`config.mk`:
```
export PLATFORM = sky130hd
export DESIGN_NAME = regfile_wb_arbiter
export DESIGN_NICKNAME = d
export VERILOG_FILES = /design/src/rtl/regfile_wb_arbiter.sv
export SDC_FILE = /design/constraint.sdc
export NUM_CORES = 1
export LEC_CHECK = 0
export BUFFER_PORTS_ARGS = -buffer_cell sky130_fd_sc_hd__buf_2
export CORE_AREA = 2 2 82 84
export CTS_CLUSTER_SIZE = 30
export DETAILED_ROUTE_END_ITERATION = 8
export DIE_AREA = 0 0 84 86
export PLACE_DENSITY = 0.82
export REMOVE_ABC_BUFFERS = 1
export SLEW_MARGIN = 40
export SYNTH_ARGS = -nofsm -noshare
export SYNTH_HDL_FRONTEND = slang
export SYNTH_SLANG_ARGS = --single-unit
```
`constraint.sdc`:
```
create_clock -name clock -period 1.9 [get_ports clock]
set_clock_uncertainty 0.1 [all_clocks]
set_input_delay 0.57 -clock clock [delete_from_list [all_inputs] [get_ports clock]]
set_output_delay 0.57 -clock clock [all_outputs]
set_load 0.01 [all_outputs]
```
`src/rtl/regfile_wb_arbiter.sv`:
```
// regfile_wb_arbiter
//   Shares the register file's single write port between ALU writeback
//   (requester 0) and load/multdiv writeback (requester 1). Round-robin
//   arbitration, one registered write per cycle, optional suppression of
//   writes to register 0, and a saturating contention counter for debug.
//
// Ports
//   clock, ctrl_reset             clock, synchronous active-high reset
//   reqN_valid/reg/data/ready     writeback requester N (N = 0, 1)
//   ctrl_writeEn/writeReg         registered regfile write enable / index
//   data_writeReg                 registered regfile write data
//   grant_id                      requester whose write is on the port
//   conflict_count                saturating count of both-valid cycles
module regfile_wb_arbiter #(
  parameter int ADDR_W  = 5,
  parameter int DATA_W  = 32,
  parameter int DROP_R0 = 1,
  parameter int CNT_W   = 8
) (
  input  logic              clock,
  input  logic              ctrl_reset,
  input  logic              req0_valid,
  input  logic [ADDR_W-1:0] req0_reg,
  input  logic [DATA_W-1:0] req0_data,
  output logic              req0_ready,
  input  logic              req1_valid,
  input  logic [ADDR_W-1:0] req1_reg,
  input  logic [DATA_W-1:0] req1_data,
  output logic              req1_ready,
  output logic              ctrl_writeEn,
  output logic [ADDR_W-1:0] ctrl_writeReg,
  output logic [DATA_W-1:0] data_writeReg,
  output logic              grant_id,
  output logic [CNT_W-1:0]  conflict_count
);

  localparam logic [CNT_W-1:0] CNT_MAX = '1;

  logic              r_last_grant;
  logic              r_write_en;
  logic [ADDR_W-1:0] r_write_reg;
  logic [DATA_W-1:0] r_write_data;
  logic              r_grant_id;
  logic [CNT_W-1:0]  r_conflict_count;

  logic              w_gnt0;
  logic              w_gnt1;
  logic              w_xfer;
  logic              w_both;
  logic              w_drop;
  logic [ADDR_W-1:0] w_win_reg;
  logic [DATA_W-1:0] w_win_data;

  assign w_both = req0_valid & req1_valid;

  // Under contention the requester that did not win last time goes next,
  // so no valid request waits more than one cycle.
  always_comb begin
    w_gnt0 = 1'b0;
    w_gnt1 = 1'b0;
    if (!ctrl_reset) begin
      if (w_both) begin
        w_gnt0 = r_last_grant;
        w_gnt1 = ~r_last_grant;
      end else begin
        w_gnt0 = req0_valid;
        w_gnt1 = req1_valid;
      end
    end
  end

  assign w_xfer     = w_gnt0 | w_gnt1;
  assign w_win_reg  = w_gnt1 ? req1_reg  : req0_reg;
  assign w_win_data = w_gnt1 ? req1_data : req0_data;
  // A write to r0 still handshakes; only the enable is withheld.
  assign w_drop     = (DROP_R0 != 0) && (w_win_reg == '0);

  always_ff @(posedge clock) begin
    if (ctrl_reset) begin
      r_last_grant     <= 1'b1;
      r_write_en       <= 1'b0;
      r_write_reg      <= '0;
      r_write_data     <= '0;
      r_grant_id       <= 1'b0;
      r_conflict_count <= '0;
    end else begin
      r_write_en <= w_xfer & ~w_drop;
      if (w_xfer) begin
        r_write_reg  <= w_win_reg;
        r_write_data <= w_win_data;
        r_grant_id   <= w_gnt1;
        r_last_grant <= w_gnt1;
      end
      if (w_both && (r_conflict_count != CNT_MAX)) begin
        r_conflict_count <= r_conflict_count + CNT_W'(1);
      end
    end
  end

  assign req0_ready     = w_gnt0;
  assign req1_ready     = w_gnt1;
  assign ctrl_writeEn   = r_write_en;
  assign ctrl_writeReg  = r_write_reg;
  assign data_writeReg  = r_write_data;
  assign grant_id       = r_grant_id;
  assign conflict_count = r_conflict_count;

endmodule

```
==> results of run 1 <==
[placed cells by master (no fill, tap or decap), drive strengths merged]
cell type,instances
a21boi,1
inv,28
nor4,1
a21oi,5
nor2b,4
nor3,2
nand2b,6
o21bai,1
a41oi,2
clkinv,1
mux2,1
ha,1
clkbuf,6
nand2,15
nand4,2
or3b,37
buf,137
a31o,26
o21ai,29
mux2i,1
nor2,4
a31oi,37
and3,1
or3,1
and4,3
a211oi,4
dfxtp,48
or4,2
a311oi,1
nor3b,1
nand3,12
o32ai,1
[kinds of logic after synthesis]
family,count (synthesis)
flops,48
compound gates,107
fa+ha+maj,1
mux,2
buf+inv,61
simple gates,91
[worst paths after layout]
path                                  startpoint                        endpoint  slack [ps]  cells past startpoint
setup / recovery                      req1_valid                      req1_ready         110                      5
hold / removal    data_writeReg[24]$_SDFFE_PP0P_  data_writeReg[24]$_SDFFE_PP0P_         380                      2
setup reg to reg  conflict_count[0]$_SDFFE_PP0P_  conflict_count[0]$_SDFFE_PP0P_         220                      4
hold reg to reg   data_writeReg[24]$_SDFFE_PP0P_  data_writeReg[24]$_SDFFE_PP0P_         380                      2
[cell type report]
cell class	instances	area (um2)
well taps	77	96.34
clock inverters	1	8.758
repair buffers	137	713.2
clock buffers	6	82.58
multi-input cells	201	1370
fillers	601	2940
flip-flops and latches	48	960.9
inverters	28	105.1
[stage by stage]
step           util [%]  area, um2  power (mW)  setup slack, ps
2_1_floorplan         -       2434       1.346           -841.0
3_3_place_gp      51.66       3243       1.571            5.874
3_5_place_dp      51.66       3243       1.582           -7.870
4_1_cts           53.12       3334       2.209            50.85
5_1_grt           53.16       3337       2.299            16.90
6_report          53.16       3337       2.190            108.6
[what timing repair did]
action	in CTS	in global routing
buffers inserted	0	0
setup endpoints to repair	0	1
hold buffers	0	0
resized for setup	0	1
[critical path, cell delays in order]
cell     delay, ps
buf_2          110
nor2b_1        160
nand2_1        100
inv_1           50
buf_2          130
[layer usage]
| layer | wire [um] | part of all wire, % | vias up | global-route usage [%] |
|---|---|---|---|---|
| li1 | - | - | 1362 | - |
| met2 | 3398 | 48 | 109 | 33.60 |
| met4 | 97 | 1.4 | 0 | 5.572 |
| met5 | 0 | 0 | - | 0 |
| met1 | 3042 | 43 | 1270 | 23.14 |
| met3 | 532 | 7.5 | 11 | 5.101 |
[synthesized netlist by cell type (all sizes together)]
| master | instances |
|---|---|
| nor2 | 4 |
| a31oi | 37 |
| a41oi | 2 |
| buf | 15 |
| or4 | 2 |
| nand4 | 2 |
| ha | 1 |
| clkbuf | 18 |
| a31o | 26 |
| nor4 | 1 |
| inv | 28 |
| mux2 | 1 |
| dfxtp | 48 |
| a311oi | 1 |
| a21boi | 1 |
| nor3 | 2 |
| nor2b | 4 |
| o32ai | 1 |
| and4 | 3 |
| o21bai | 1 |
| nor3b | 1 |
| nand2b | 6 |
| a211oi | 4 |
| or3b | 37 |
| and3 | 1 |
| mux2i | 1 |
| nand2 | 15 |
| a21oi | 5 |
| o21ai | 29 |
| nand3 | 12 |
| or3 | 1 |
[state kept, by name (all words and copies together) (netlist names)]
register and count:
data_writeReg 32, r_last_grant 1, ctrl_writeEn 1, grant_id 1, conflict_count 8, ctrl_writeReg 5
[power by group through the flow]
stage	combinational (mW)	clock [mW]	sequential, mW
after floorplan	0.192	0	1.15
final	0.453	0.633	1.10
after global routing	0.501	0.686	1.11
after detailed placement	0.457	0	1.12
after global placement	0.449	0	1.12
after CTS	0.458	0.649	1.10
==> results.cfg, run 1 <==
[sta]
hold_viol_final = 0
slew_violations = 0
setup_viol = 0
worstMarginPinSlew_ps = 524.3
rsz0062_at_grt = false
whs_ps = 381.0
relSlewSlack_pct = 65.05
setup_tns_ps = 0
min_period_ps = 1791
fmax_ghz = 0.5582
final.period_utilization_pct = 94.28

[final_layout]
n_antenna_cell = 0
area_growth_pct = 27.79
finalNetCount = 500
drive_gt1_share_pct = 39.67
instances_no_fill = 498

[place]
dp.cells = 491
port_buffers = 126
place_congestion = 0.7947
dp_hpwl_um = 4934

[critical_path]
crit_type = input port to primary output
cp_data_arrival_time_ps = 1120
start_kind = input port
worstPathMaxFanout = 4
cp.required_ps = 1230
end_kind = primary output

[route]
routed_via_density = 5.526
post-route-drc-count = 0
detail_route.wl_per_cell_um = 14.20
antenna_left = 0
drtPass1Iterations = 4
wl_um = 7071
via_count = 2752
drt_iter0_drc = 148

[clocking]
clkSlewWorstSetupHoldPaths_ps = 90
clock_latency_ps = 290
cts.htree.levels = 2
cts_tree = built
clock-sinks = 48
cts_root_buffer = clkbuf_8
cts-buffers-inserted = 5
cts_buffer_depth = 2

[grt]
globalRouteTotalUtil_pct = 19.16
grt_pass1_wl_um = 11450
grt_max_degree = 65
grt.overflow.total = 0
grt_pass1_vias = 2465
antenna_found_initial = 0

[yosys]
yosys.area_share.simple_pct = 23.91
synth_compound_area_share_pct = 27.17
synth_warnings = 0
syn_inst = 310
synth_top_area_share_pct = 36.80
synth_cell_types = 38
yosysTopAreaCell = dfxtp_1
ys_ff_latch = 48
ys_seq_area_share_pct = 36.80
ys_top_cells_by_area = dfxtp_1 (37%), or3b_1 (12%), a31oi_1 (8.9%), a31o_2 (6.0%), inv_1 (4.0%)
synth.avg_cell_area_um2 = 8.423
synth_mux_area_share_pct = 0.8146
synth_top_family_by_area = compound AO/OA/AOI/OAI gates
synth_fa_ha_area_share_pct = 0.4792
synth_area_um2 = 2611
synth_xor_area_share_pct = 0

[pwr]
cellLeakagePower_nw = 1.554
p_int_mw = 1.577
p_sw_uw = 612.4
ir_worst_vdd_mv = 0.3441
switching_share_pct = 27.97
p_per_area_nw_per_um2 = 656.2
pwr-share-seq_pct = 50.4
pwr-share-comb_pct = 20.7
clockPowerShare_pct = 28.9

[die]
io_pins = 127
fp.dieW_um = 84
die_h_um = 86
fp.dieArea_um2 = 7224
std_cell_rows = 29
initial_core_util_pct = 41.60
coreArea_um2 = 6277

[run_status]
outcome = finished clean

[run]
maxCapViolations = 0

[min_path]
hp-class = flip-flop to flip-flop
(Power assumes the default switching activity.)
==> run 2, diff against run 1 <==
--- a/config.mk
+++ b/config.mk
@@ -8,2 +8,3 @@
 export BUFFER_PORTS_ARGS = -buffer_cell sky130_fd_sc_hd__buf_2
+export CAP_MARGIN = 25
 export CORE_AREA = 2 2 82 84
==> constraint.sdc (replaced) <==
create_clock -name clock -period 1.9 [get_ports clock]
set_clock_uncertainty 0.1 [all_clocks]
set_input_delay 0.095 -clock clock [delete_from_list [all_inputs] [get_ports clock]]
set_output_delay 0.095 -clock clock [all_outputs]
set_load 0.01 [all_outputs]
==> run 2 against run 1 <==
Effect of this change:
- die area did not move
- core utilization rose by 1.4 points
- count of clock-buffer cells in the layout did not move
- global-route usage rose by 1.0 points
- maximum frequency rose by 0.17%
==> results.cfg, run 2 (synthesis gave the netlist of run 1 again) <==
[grt]
grt_pass1_vias = 2584
grtUsageMet3_pct = 4.331
grtUsageMet1_pct = 25.87
grt.met2_usage_pct = 34.40
grt.overflow.total = 0
globalRouteTotalUtil_pct = 20.16
antenna_found_initial = 0
grt_pass1_wl_um = 12100
top_usage_layer = met2
grt_max_degree = 66

[pwr]
p_int_mw = 1.551
clockPowerShare_pct = 26.4
switching_share_pct = 27.49
p_total_mw = 2.139
p_sw_uw = 588.1
pwr-share-comb_pct = 22.0
p_per_area_nw_per_um2 = 624.4
pwr-share-seq_pct = 51.5
cellLeakagePower_nw = 1.589
ir_worst_vdd_mv = 0.3284

[die]
io_pins = 127
coreArea_um2 = 6277
initial_core_util_pct = 41.60
std_cell_rows = 29
die_h_um = 86
fp.dieW_um = 84
fp.dieArea_um2 = 7224

[final_layout]
layout_common_cells = buf_2 (126), dfxtp_1 (48), or3b_1 (37), a31oi_1 (37), inv_1 (28)
n_fill_cell = 613
layout_commonest_cell = buf_2
drive_gt1_share_pct = 37.82
fin_util_pct = 54.57
largest_register_ffs = 32
n_antenna_cell = 0
finalNetCount = 510
finalInstanceArea_um2 = 3426
area_growth_pct = 31.19

[route]
antenna_left = 0
drt_iter0_drc = 78
drtPass1Iterations = 4
post-route-drc-count = 0
routed_via_density = 5.390
via_count = 2738
wl_um = 7256
detail_route.wl_per_cell_um = 14.28

[clocking]
cts_root_buffer = clkbuf_8
cts-buffers-inserted = 5
cts_tree = built
cts_buffer_depth = 2
clkSlewWorstSetupHoldPaths_ps = 80
clock-sinks = 48
cts.htree.levels = 2
clock_latency_ps = 290
cts_resized = 0

[sta]
slew_violations = 0
hold_viol_final = 0
setup_ws_ps = 111.7
worstMarginPinSlew_ps = 564.8
fmax_ghz = 0.5592
rsz0062_at_grt = false
min_period_ps = 1788
setup_viol = 0
final.period_utilization_pct = 94.12
relSlewSlack_pct = 62.35

[critical_path]
worstPathMaxFanout = 65
reg2regPathDepth = 4
cp.required_ps = 1700
crit_type = input port to primary output
r2r-end = conflict_count[0]$_SDFFE_PP0P_
end_kind = primary output
timing.rr.start = conflict_count[0]$_SDFFE_PP0P_
cp_data_arrival_time_ps = 1590
r2r_slack_ps = 210
start_kind = input port

[min_path]
hold_path_startpoint = req1_reg[4]
hp-class = input port to flip-flop
hold_path_end = ctrl_writeEn$_SDFF_PP0_
hold_path_depth = 3

[run]
maxCapViolations = 0

[run_status]
outcome = finished clean

[place]
place_congestion = 0.9074
post-place-ws_ps = 229.9
dp_hpwl_um = 4918
placed_area_um2 = 3228
port_buffers = 126
-- run 2: power by group through the flow --
stage | combinational, mW | sequential [mW] | clock [mW]
floorplan | 0.192 | 1.15 | 0
global placement | 0.445 | 1.12 | 0
detailed placement | 0.455 | 1.12 | 0
CTS | 0.475 | 1.10 | 0.597
global route | 0.523 | 1.11 | 0.646
finish | 0.471 | 1.10 | 0.565
-- run 2: per-stage QoR --
stage	TNS (ps)	cells	hold slack, ps
2_1_floorplan	-3494	277	64.41
3_3_place_gp	0	489	278.1
3_5_place_dp	0	489	284.3
4_1_cts	0	508	11.87
5_1_grt	0	508	5.209
6_report	0	508	14.71
-- run 2: worst max-delay path by stage --
stage / end / slack [ps] / depth (start not counted) / from
global placement: conflict_count[0]$_SDFFE_PP0P_ / 290 / 4 / conflict_count[0]$_SDFFE_PP0P_
CTS: req0_ready / 80 / 5 / ctrl_reset
global route: data_writeReg[28]$_SDFFE_PP0P_ / 0.7 / 5 / ctrl_reset
floorplan: req1_ready / -130 / 3 / r_last_grant$_SDFFE_PP1P_
finish: req0_ready / 110 / 5 / ctrl_reset
detailed placement: conflict_count[0]$_SDFFE_PP0P_ / 230 / 4 / conflict_count[0]$_SDFFE_PP0P_
-- run 2: area by class of cell --
type / count / area, um2 / share of cell area (%)
Sequential cell: 48 / 960.9 / 28.05
Clock inverter: 1 / 5.005 / 0.1461
Inverter: 28 / 105.1 / 3.068
Timing Repair Buffer: 147 / 818.3 / 23.89
Tap cell: 77 / 96.34 / 2.812
Clock buffer: 6 / 72.57 / 2.118
Multi-Input combinational cell: 201 / 1368 / 39.92
-- run 2: critical path, stage by stage --
cell,delay (ps)
dlygate4sd3_1,530
buf_2,160
nand2b_4,390
nor2_1,230
buf_2,150
-- run 2: timing repair --
item / 4_1_cts / 5_1_grt
hold endpoints to repair: 12 / 0
hold buffers: 12 / 0
setup buffers: 0 / 0
-- run 2: routing by layer --
| layer | up-vias | share of wire [%] |
|---|---|---|
| met5 | - | 0 |
| met4 | 0 | 1.8 |
| met3 | 11 | 6.4 |
| met2 | 103 | 47 |
| met1 | 1238 | 45 |
| li1 | 1386 | - |
